--- config.mk ---
export PLATFORM = sky130hd
export DESIGN_NAME = sc_fir_sequencer
export DESIGN_NICKNAME = d
export VERILOG_FILES = /design/src/rtl/sc_fir_sequencer.sv
export SDC_FILE = /design/constraint.sdc
export NUM_CORES = 1
export LEC_CHECK = 0
export ABC_AREA = 0
export BUFFER_PORTS_ARGS = -buffer_cell sky130_fd_sc_hd__buf_4
export CAP_MARGIN = 20
export CORE_MARGIN = 10
export CORE_UTILIZATION = 25
export DETAILED_ROUTE_END_ITERATION = 16
export GPL_TIMING_DRIVEN = 0
export HOLD_SLACK_MARGIN = 0.05
export PLACE_DENSITY = 0.44
export SKIP_LAST_GASP = 1
export SLEW_MARGIN = 20
export SYNTH_ARGS = -nofsm -noshare
export SYNTH_HDL_FRONTEND = slang
export SYNTH_SLANG_ARGS = --single-unit
--- constraint.sdc ---
create_clock -name clock -period 2 [get_ports clock]
set_input_delay 0.1 -clock clock [delete_from_list [all_inputs] [get_ports clock]]
set_output_delay 0.1 -clock clock [all_outputs]
set_load 0.005 [all_outputs]
--- src/rtl/sc_fir_sequencer.sv ---
// Sequencing controller for the stochastic-computing FIR accumulator: owns the
// tap delay line, runs one 2^N-cycle stochastic evaluation per sample and hands off the count.
module sc_fir_sequencer #(
    parameter int             N         = 12,
    parameter int             ORDER     = 18,
    parameter logic [N-1:0]   LFSR_SEED = N'(1),
    parameter logic [N-1:0]   LFSR_POLY = N'(12'h829)
) (
    input  logic           clock,
    input  logic           rst_n,
    input  logic           in_valid,
    output logic           in_ready,
    input  logic [N:0]     in_data,
    output logic [N:0]     tap_out [0:ORDER],
    output logic           hwa_start,
    output logic [N-1:0]   sel_bits,
    output logic [N-1:0]   R_y,
    input  logic [N:0]     hwa_out,
    input  logic           hwa_done,
    output logic           y_valid,
    input  logic           y_ready,
    output logic [N:0]     y_data,
    output logic           busy,
    output logic [1:0]     fsm_state,
    output logic           done_missing
);

    // Handshakes: a transfer happens on the rising edge where valid and ready
    // are both high; a source holds valid and data stable until that edge.
    localparam logic [1:0] S_IDLE  = 2'd0;
    localparam logic [1:0] S_CLEAR = 2'd1;
    localparam logic [1:0] S_RUN   = 2'd2;
    localparam logic [1:0] S_HOLD  = 2'd3;

    localparam logic [N-1:0] SEL_LAST = '1;

    logic [1:0]   state;
    logic [N-1:0] sel_q;
    logic [N-1:0] lfsr_q;
    logic [N-1:0] lfsr_next;
    logic [N:0]   y_q;
    logic         miss_q;

    assign lfsr_next = (lfsr_q >> 1) ^ (lfsr_q[0] ? LFSR_POLY : '0);

    always_ff @(posedge clock) begin
        if (!rst_n) begin
            state  <= S_IDLE;
            sel_q  <= '1;
            lfsr_q <= LFSR_SEED;
            y_q    <= '0;
            miss_q <= 1'b0;
            for (int k = 0; k <= ORDER; k++) begin
                tap_out[k] <= '0;
            end
        end else begin
            case (state)
                S_IDLE: begin
                    if (in_valid) begin
                        tap_out[0] <= in_data;
                        for (int k = 1; k <= ORDER; k++) begin
                            tap_out[k] <= tap_out[k-1];
                        end
                        miss_q <= 1'b0;
                        state  <= S_CLEAR;
                    end
                end
                S_CLEAR: begin
                    sel_q <= '0;
                    state <= S_RUN;
                end
                S_RUN: begin
                    lfsr_q <= lfsr_next;
                    // The last select value closes the evaluation whether or not
                    // the datapath raised done; a missing done is only flagged.
                    if (sel_q == SEL_LAST) begin
                        y_q    <= hwa_out;
                        miss_q <= ~hwa_done;
                        sel_q  <= '1;
                        state  <= S_HOLD;
                    end else begin
                        sel_q <= sel_q + 1'b1;
                    end
                end
                S_HOLD: begin
                    if (y_ready) begin
                        state <= S_IDLE;
                    end
                end
                default: state <= S_IDLE;
            endcase
        end
    end

    assign in_ready     = (state == S_IDLE);
    assign hwa_start    = (state == S_CLEAR);
    assign y_valid      = (state == S_HOLD);
    assign busy         = (state != S_IDLE);
    assign sel_bits     = sel_q;
    assign R_y          = lfsr_q;
    assign y_data       = y_q;
    assign fsm_state    = state;
    assign done_missing = miss_q;

endmodule

[Word-level counts from Yosys, hierarchy flattened]
Index checks and enable logic that the tools add are counted.
Cells by class
  magnitude comparators: 0
  divide/modulo/power cells: 0
  reduce and logical (&&, ||, !) cells: 8
  multiply operators: 0
  equal/unequal tests: 7
  bitwise gates (word level): 2
  muxes and demuxes: 10
  add/sub/neg operators: 1
  shifts and indexed selects: 0
Operators with widths (number)
  $mux 12: 2
  $pmux 12 s2: 1
  $add 12x1->12 const B: 1
  $eq 12x12->1 const B: 1
  $xor 11x12->12: 1
  $pmux 2 s4: 1
  $mux 2: 3
  $reduce_and 3->1: 2
  $reduce_bool 2->1: 3
  $eq 2x2->1 const B: 2
  $ne 2x2->1 const B: 2
  $reduce_and 2->1: 2
  $eq 2x1->1 const B: 1
  $logic_not 2->1: 1
  $mux 1: 2
  $ne 2x1->1 const B: 1
  $pmux 1 s2: 1
  $not 1->1: 1
Word-level totals
  bits in latches: 0
  output and inout bits: 291
  input port bits: 31
  memories: 0
  RAM bits: 0
  ROM bits: 0
  logic and storage cells: 52
  bits in registers: 287

[Depth between registers and ports, before layout]
Gate-level depths: netlist of the first run.
  depth in word-level cells: 3
  depth in mapped cells: 8
  mapped depth without buffers: 6

[Least setup slack after synthesis of the first run]
No wires, ideal clock.
  path type: reg-to-reg
  from: register sel_q[0], in the netlist sel_bits[0]
  to: register sel_q[2], in the netlist sel_bits[2]
  path buffers: 0
  period minus slack after synthesis: 1780 ps
  path slack: 220 ps
  setup time: 73 ps
  arrival: 1706 ps
  data required time: 1927 ps
  stages on the path, launching flop included: 6
  cells stage by stage: dfxtp_1 > ha_1 > nand4_2 > or3_4 > a311o_1 > o211ai_2
Between the ends
  word-level cells in the longest chain between the ends: 3
  elaborated cells on any way between the ends: 4
  those cells by class: add/sub (1); eq/ne (1); mux (2)
Ends and longest elaborated chain
  start: declaration: line 38  | logic [N-1:0] sel_q;
  start signal: assignment: line 82  | sel_q <= sel_q + 1'b1;
  $add 12x1->12 / $eq 12x12->1 (equally long branches): line 82, 76
  $mux 12 (*): line 76  | if (sel_q == SEL_LAST) begin
  $pmux 12 s2 (*): line 57  | case (state)
Mark *: on every way between the ends. The rest lies on a longest branch, timed or not.
A chain may end at the register's enable or synchronous reset.

[Final worst setup path of the first run]
  from: register state[0], in the netlist fsm_state[0]
  to: register tap_out[33] (netlist name)
Between the ends
  word-level cells in the longest chain between the ends: 2
Ends and longest elaborated chain
  start: declaration: line 37  | logic [1:0] state;
  start signal: assignment: line 48  | state <= S_IDLE;
  start signal: assignment: line 65  | state <= S_CLEAR;
  start signal: assignment: line 70  | state <= S_RUN;
  $logic_not 2->1: line 57
  $reduce_and 2->1 (no source line)
  end signal: indexed assignment: line 62  | tap_out[k] <= tap_out[k-1];
  end: declaration: line 14  | output logic [N:0] tap_out [0:ORDER],
Every way passes these cells.

==> summary.txt, run 1 <==
Global routing
  • Global routing usage on met2: about a quarter
  • GRT Residual Overflow: 0
  • Met1 global-route usage: 17.8%
  • Global-route wire length before repair: 58.4 mm
  • Initial antenna violation count: 0
  • Pin count of the biggest net entering global routing: 12
  • Grt met3 use: 6.60%
  • GRT Total Usage: 14.8%
  • Top Usage Layer GRT: met2
  • Via count of the first global-routing pass: 9,707

Power and ir drop
  • Switching power of the nets: 0.00507 W
  • Power density relative to cell area: 1070 nW/um^2
  • Comb power frac: 22.1%
  • Internal power: 0.0107 W
  • Seq pwr share: about 40%
  • PnR Total Power: 0.0158 W
  • Clk pwr share: 38.3%
  • Max VDD drop: between 0.0005 and 0.0006 V
  • Switching part of the total power: 32.1%
  • Total leakage power: 5.83 nW

Final layout
  • Commonest cells after routing, fill and taps aside: sky130_fd_sc_hd__nand2_1, sky130_fd_sc_hd__buf_4, sky130_fd_sc_hd__dfxtp_1
  • Share of final-layout standard cells stronger than drive strength 1: around 27%
  • Number of nets in the layout: approximately 1.7k
  • Post-route standard cell area excluding fillers: 14,800 um^2
  • Area added between synthesis and finish: 44.3%
  • Leading cell type in the layout, fill and taps excluded: sky130_fd_sc_hd__nand2_1
  • Antenna cells: 0

Timing
  • FMAX: 0.532 GHz
  • Unrepaired setup endpoints after global routing: yes
  • Number of pins with negative max-slew slack in the final report: 0
  • Worst Skew: between 0.015 and 0.02 ns
  • Max transition margin: between 40 and 50%
  • Number of failing hold endpoints at the final stage: 0
  • Worst Hold Slack: 0.0937 ns
  • Final setup viols: 0
  • Worst-Margin Slew: 0.752 ns
  • Fin crit period: 1.88 ns
  • Setup TNS: 0 ns
  • Fraction of the cycle the final worst path needs: around 94%

Yosys
  • Top-area cell type share of the netlist area: 56.2%
  • Gate Count Post-Synth: about 1.3k
  • Part of the Yosys area used for sequential elements: between 50% and 60%
  • Summed instance area of the synthesized netlist: between 10,000 and 15,000 um^2
  • Number of distinct library cells after synthesis: 43
  • Nets in the synthesized netlist: 1,304
  • Count of state elements after synthesis: about 290
  • Avg Cell Area, Syn: 8.07 um^2
  • Cell type contributing the most total cell area after synthesis: sky130_fd_sc_hd__dfxtp_1
  • Leading post-synthesis cells by cell area: sky130_fd_sc_hd__dfxtp_1, sky130_fd_sc_hd__nand2_1, sky130_fd_sc_hd__a21oi_1, sky130_fd_sc_hd__clkbuf_1, sky130_fd_sc_hd__mux2i_1
  • Yosys warns: 0

Detailed routing
  • DRC violations left: 0
  • Count of routing violations after the opening detailed-route iteration: 452
  • DRT Pass-1 Iters: 4
  • ANT nets after route: 0
  • Routed length per placed instance: 17.3 um
  • Wire length after detailed routing: 38.2 mm
  • Routed vias: just under 10k
  • Mean number of vias per cell: 4.43

Critical path
  • Max stage delay on crit path: 0.42 ns
  • Crit path buffers/inverters: 3
  • Data required time of the worst path: 2.45 ns
  • Critical path launch point type: flop
  • Worst path arrival time: 2.33 ns
  • Path type of the worst setup path: reg2reg
  • Largest driver fanout on the critical path: 10
  • Critical-path cell with the highest stage delay: sky130_fd_sc_hd__dfxtp_1
  • Startpoint of the lowest-slack register-to-register path: fsm_state[0]
  • Cell family with the largest share of critical-path delay: buffers and inverters
  • Register-to-register path setup slack: 0.12 ns
  • End point of the critical path: tap_out[33]
  • Worst setup EP type: flop
  • Worst reg-to-reg path cell count: 7
  • Cells traversed along the worst timing path: inv_1 > ha_1 > nand2_2 > clkbuf_4 > clkbuf_2 > nand2_1 > a21oi_1
  • Launch point of the critical path: fsm_state[0]
  • Total number of cells along the worst setup path: 7
  • Critical R2R Capture: tap_out[33]

Status
  • Status: finished, final reports clean

Floorplan
  • Core outline area: about 41,000 um^2
  • DIE WIDTH: roughly 220 um
  • Die Height: 222 um
  • I/O Pins: roughly 320
  • Number of cell rows: 74
  • Starting density of the core: 25.2%
  • Die outline area: 49,400 um^2

Clocking
  • Number of CTS-inserted buffers: 35
  • Clock Sinks: approximately 290
  • Number of levels in the clock H-tree: 2
  • Clock slew at the register clock pins of the worst setup and hold paths: 0.06 ns
  • Clock tree from TritonCTS: done
  • Clock buffer depth: 3
  • Root Buffer Master: sky130_fd_sc_hd__clkbuf_16
  • Worst-Skew Late Latency: ~0.54 ns

Flow run
  • Max-cap viol count: 0

Placement
  • Post-DP HPWL: 29.5 mm
  • Final estimated routing congestion in global placement: slightly below 0.8
  • Quantity of I/O buffers inserted on ports: between 300 and 400
  • Instance area at placement: between 10,000 and 15,000 um^2

Hold path
  • Class of the most critical hold timing path: in2reg
-- Yosys cell counts (all sizes together) --
| cell type | count |
|---|---|
| a211o | 1 |
| a211oi | 2 |
| a21boi | 1 |
| a21oi | 251 |
| a311o | 1 |
| a311oi | 2 |
| a31oi | 2 |
| a41oi | 2 |
| and2 | 1 |
| and3 | 5 |
| buf | 28 |
| clkbuf | 73 |
| dfxtp | 287 |
| ha | 6 |
| inv | 10 |
| mux2i | 25 |
| nand2 | 498 |
| nand2b | 2 |
| nand3 | 4 |
| nand4 | 3 |
| nand4b | 1 |
| nor2 | 30 |
| nor2b | 2 |
| nor3 | 4 |
| nor4 | 2 |
| nor4b | 1 |
| o211ai | 3 |
| o21a | 2 |
| o21ai | 6 |
| o22ai | 1 |
| o31a | 1 |
| o31ai | 6 |
| o41ai | 1 |
| or3 | 1 |
| xnor2 | 2 |
-- worst min-delay path, cell delays in order --
cell and delay [ns]:
sky130_fd_sc_hd__buf_4 0.07, sky130_fd_sc_hd__o22ai_1 0.08, sky130_fd_sc_hd__o31a_1 0.24, sky130_fd_sc_hd__o21a_1 0.09
-- power groups by stage --
stage                     Clock [W]  Sequential, W  Combinational, W
after floorplan                   0        0.00630           0.00202
after global placement            0        0.00635           0.00333
after detailed placement          0        0.00635           0.00332
after CTS                   0.00624        0.00624           0.00350
after global routing        0.00647        0.00629           0.00390
final                       0.00603        0.00625           0.00348
-- through the flow --
step	util, %	cells	setup WS, ns
after floorplan	-	1267	0.220
after global placement	32.7	2119	-0.517
after detailed placement	32.7	2119	-0.554
after CTS	36.3	2207	0.0493
after global routing	36.3	2207	-0.000973
final	36.3	2207	0.120
-- worst min-delay path by stage --
| stage | from | endpoint | slack [ns] | cells after the start |
|---|---|---|---|---|
| 2_1_floorplan | in_data[0] | tap_out[234] | 0.24 | 2 |
| 3_3_place_gp | hwa_out[2] | y_data[2] | 0.33 | 3 |
| 3_5_place_dp | hwa_out[1] | y_data[1] | 0.34 | 3 |
| 4_1_cts | y_ready | fsm_state[0] | 0.06 | 4 |
| 5_1_grt | y_ready | fsm_state[0] | 0.1 | 4 |
| 6_report | y_ready | fsm_state[0] | 0.09 | 4 |
-- flip-flops by register name (all words and copies together), names as in the netlist --
name	cells
tap_out	247
y_data	13
R_y	12
sel_bits	12
fsm_state	2
done_missing	1
-- layout make-up --
class | instances | area (um^2)
clock inverter | 6 | 41.3
timing repair buffer | 350 | 2700
tap | 532 | 666
multi-input combinational | 869 | 4030
sequential | 287 | 5750
clock buffer | 53 | 1030
buffer | 100 | 504
fill | 4294 | 25900
inverter | 10 | 37.5
-- metal layers --
layer	part of all wire, %	vias to the layer above	routed length [um]
li1	-	4907	-
met1	43	4581	16600
met2	45	240	17300
met3	9.5	45	3640
met4	1.6	0	614
met5	0	-	0
-- what timing repair did --
action,4_1_cts,5_1_grt
endpoints found under the hold margin,31,0
pin swaps,1,0
resized for setup,57,14
endpoints found under the setup margin,244,55
hold buffers,28,0
buffers inserted,2,0
-- logic make-up after synthesis --
kind of cell | Yosys count | synth area share [%]
multiplexers | 25 | 2.45
buffers and inverters | 111 | 4.59
AO/OA/AOI/OAI | 282 | 14.5
AND/OR/NAND/NOR | 554 | 21.4
adder cells (fa/ha/maj) | 6 | 0.734
XOR/XNOR | 2 | 0.171
flip-flops | 287 | 56.2
(Power assumes the default switching activity.)
==> run 2, diff against run 1 <==
CORE_MARGIN = 2   (was 10)
==> summary.txt, run 2 (synthesized netlist as in run 1, its figures left out) <==
Flow run
  • Max-cap viol count: 0 (unchanged)

Hold path
  • Class of the most critical hold timing path: in2reg (unchanged)

Critical path
  • Crit path buffers/inverters: 2 (was 3)
  • Critical-path cell with the highest stage delay: sky130_fd_sc_hd__dfxtp_2 (was sky130_fd_sc_hd__dfxtp_1)
  • Cells traversed along the worst timing path: ha_4 > nand4_4 > nor4_4 > buf_4 > buf_8 > mux2i_1 > nor2_1 (was inv_1 > ha_1 > nand2_2 > clkbuf_4 > clkbuf_2 > nand2_1 > a21oi_1)
  • Path type of the worst setup path: reg2reg (unchanged)
  • Data required time of the worst path: 2.39 ns (was 2.45 ns)
  • Largest driver fanout on the critical path: 10 (unchanged)
  • Critical path launch point type: flop (unchanged)
  • Worst setup EP type: flop (unchanged)
  • Max stage delay on crit path: 0.44 ns (was 0.42 ns)
  • Worst path arrival time: 2.23 ns (was 2.33 ns)
  • Cell family with the largest share of critical-path delay: simple AND/OR/NAND/NOR gates (was buffers and inverters)

Power and ir drop
  • Power density relative to cell area: 1080 nW/um^2 (was 1070 nW/um^2)
  • Max VDD drop: 0.000597 V (was 0.000590 V)
  • PnR Total Power: 0.0161 W (was 0.0158 W)
  • Total leakage power: 5.85 nW (was 5.83 nW)

Timing
  • Unrepaired setup endpoints after global routing: yes (unchanged)
  • Setup TNS: 0 ns (unchanged)
  • Number of failing hold endpoints at the final stage: 0 (unchanged)
  • Fraction of the cycle the final worst path needs: 92.1% (was 94.0%)
  • Worst-Margin Slew: 0.726 ns (was 0.752 ns)
  • Number of pins with negative max-slew slack in the final report: 0 (unchanged)
  • Max transition margin: 51.6% (was 49.8%)
  • Worst Skew: 0.00917 ns (was 0.0157 ns)
  • Fin crit period: 1.84 ns (was 1.88 ns)
  • Final setup viols: 0 (unchanged)
  • FMAX: 0.543 GHz (was 0.532 GHz)

Detailed routing
  • Routed vias: 9,774 (was 9,773)
  • Mean number of vias per cell: 4.43 (about the same)
  • ANT nets after route: 0 (unchanged)
  • DRC violations left: 0 (unchanged)
  • Routed length per placed instance: 16.2 um (was 17.3 um)
  • DRT Pass-1 Iters: 4 (unchanged)
  • Wire length after detailed routing: 35.7 mm (was 38.2 mm)
  • Count of routing violations after the opening detailed-route iteration: 354 (was 452)

Final layout
  • Max reg flops: 247 (unchanged)
  • Number of nets in the layout: 1,690 (unchanged)
  • Share of final-layout standard cells stronger than drive strength 1: 27.0% (was 26.8%)
  • Antenna cells: 0 (unchanged)
  • Leading cell type in the layout, fill and taps excluded: sky130_fd_sc_hd__nand2_1 (unchanged)
  • Commonest cells after routing, fill and taps aside: sky130_fd_sc_hd__nand2_1, sky130_fd_sc_hd__buf_4, sky130_fd_sc_hd__dfxtp_1 (unchanged)
  • Register ranked first by flip-flop count: tap_out (unchanged)
  • Post-route standard cell area excluding fillers: 14,800 um^2 (about the same)
  • Area added between synthesis and finish: 45.1% (was 44.3%)
  • Util after Layout: 36.5% (was 36.3%)

Global routing
  • Via count of the first global-routing pass: 9,487 (was 9,707)
  • GRT Residual Overflow: 0 (unchanged)
  • Global-route wire length before repair: 54.2 mm (was 58.4 mm)
  • Pin count of the biggest net entering global routing: 13 (was 12)
  • GRT Total Usage: 16.3% (was 14.8%)
  • Initial antenna violation count: 0 (unchanged)

Floorplan
  • Starting density of the core: 25.2% (unchanged)
  • I/O Pins: 322 (unchanged)
  • Die Height: 206 um (was 222 um)
  • DIE WIDTH: 206 um (was 222 um)
  • Die outline area: 42,600 um^2 (was 49,400 um^2)
  • Number of cell rows: 74 (unchanged)
  • Core outline area: 40,600 um^2 (unchanged)

Clocking
  • Clock tree from TritonCTS: done (unchanged)
  • Worst-Skew Late Latency: 0.52 ns (was 0.54 ns)
  • Clock Sinks: 287 (unchanged)
  • Number of CTS-inserted buffers: 35 (unchanged)
  • Root Buffer Master: sky130_fd_sc_hd__clkbuf_16 (unchanged)
  • Number of levels in the clock H-tree: 2 (unchanged)
  • Clock buffer depth: 3 (unchanged)
  • Clock slew at the register clock pins of the worst setup and hold paths: 0.06 ns (about the same)

Placement
  • Instance area at placement: 13,300 um^2 (unchanged)
  • Final estimated routing congestion in global placement: 0.802 (was 0.788)
  • Quantity of I/O buffers inserted on ports: 320 (unchanged)
  • Post-DP HPWL: 27.1 mm (was 29.5 mm)

Status
  • Status: finished, final reports clean (unchanged)
## run 2: changes by cell type in the layout (fill, tap and decap cells not counted), moves of 2 or more
cell / previous run / this run
sky130_fd_sc_hd__clkbuf_2: 36 / 38
sky130_fd_sc_hd__inv_6: 3 / 0
sky130_fd_sc_hd__clkinvlp_4: 0 / 2
sky130_fd_sc_hd__buf_2: 13 / 8
sky130_fd_sc_hd__bufinv_16: 0 / 2
sky130_fd_sc_hd__clkbuf_8: 9 / 7
sky130_fd_sc_hd__clkbuf_16: 35 / 37
sky130_fd_sc_hd__clkbuf_4: 5 / 8
sky130_fd_sc_hd__clkbuf_1: 35 / 33
## run 2: worst paths after layout
check,from,endpoint,slack [ns],depth (start not counted)
setup / recovery,sel_bits[0],y_data[11],0.16,7
setup reg to reg,sel_bits[0],y_data[11],0.16,7
hold reg to reg,tap_out[4],tap_out[4],0.46,2
hold / removal,y_ready,fsm_state[0],0.12,4
## run 2: what timing repair did
| action | CTS | global route |
|---|---|---|
| endpoints found under the setup margin | 259 | 239 |
| gates cloned | 0 | 0 |
| hold buffers | 28 | 0 |
| buffers inserted | 2 | 0 |
| gates resized for setup | 57 | 17 |
| pin swaps | 1 | 0 |
| endpoints found under the hold margin | 30 | 0 |
## run 2: power by group
part	switching (W)	internal, W	leakage (nW)
logic	0.00230	0.00121	2.98
clock network	0.00244	0.00388	0.559
registers	0.000304	0.00595	2.32
total	0.00505	0.0110	5.85
## run 2: final cells by class
type	instances	area [um^2]
Buffer	100	512
Clock buffer	51	1050
Clock inverter	8	95.1
Fill cell	4289	25800
Inverter	10	37.5
Multi-Input combinational cell	869	4040
Sequential cell	287	5750
Tap cell	532	666
Timing Repair Buffer	350	2700
## run 2: through the flow
step	worst slack [ns]	hold slack, ns	instances
2_1_floorplan	0.220	0.236	1267
3_3_place_gp	-0.514	0.333	2119
3_5_place_dp	-0.532	0.343	2119
4_1_cts	0.0342	0.0838	2207
5_1_grt	-0.0185	0.121	2207
6_report	0.159	0.120	2207
## run 2: tightest hold or removal path, delay by kind of cell
kind / cells / cell delay (ns)
compound gates: 3 / 0.42
buf+inv: 1 / 0.08
## run 2: per-layer routing
metal	part of all wire (%)	up-vias	global-route usage, %
li1	-	4914	-
met1	45	4560	21.0
met2	45	262	26.0
met3	8.6	38	5.94
met4	1.6	0	3.85
met5	0	-	0
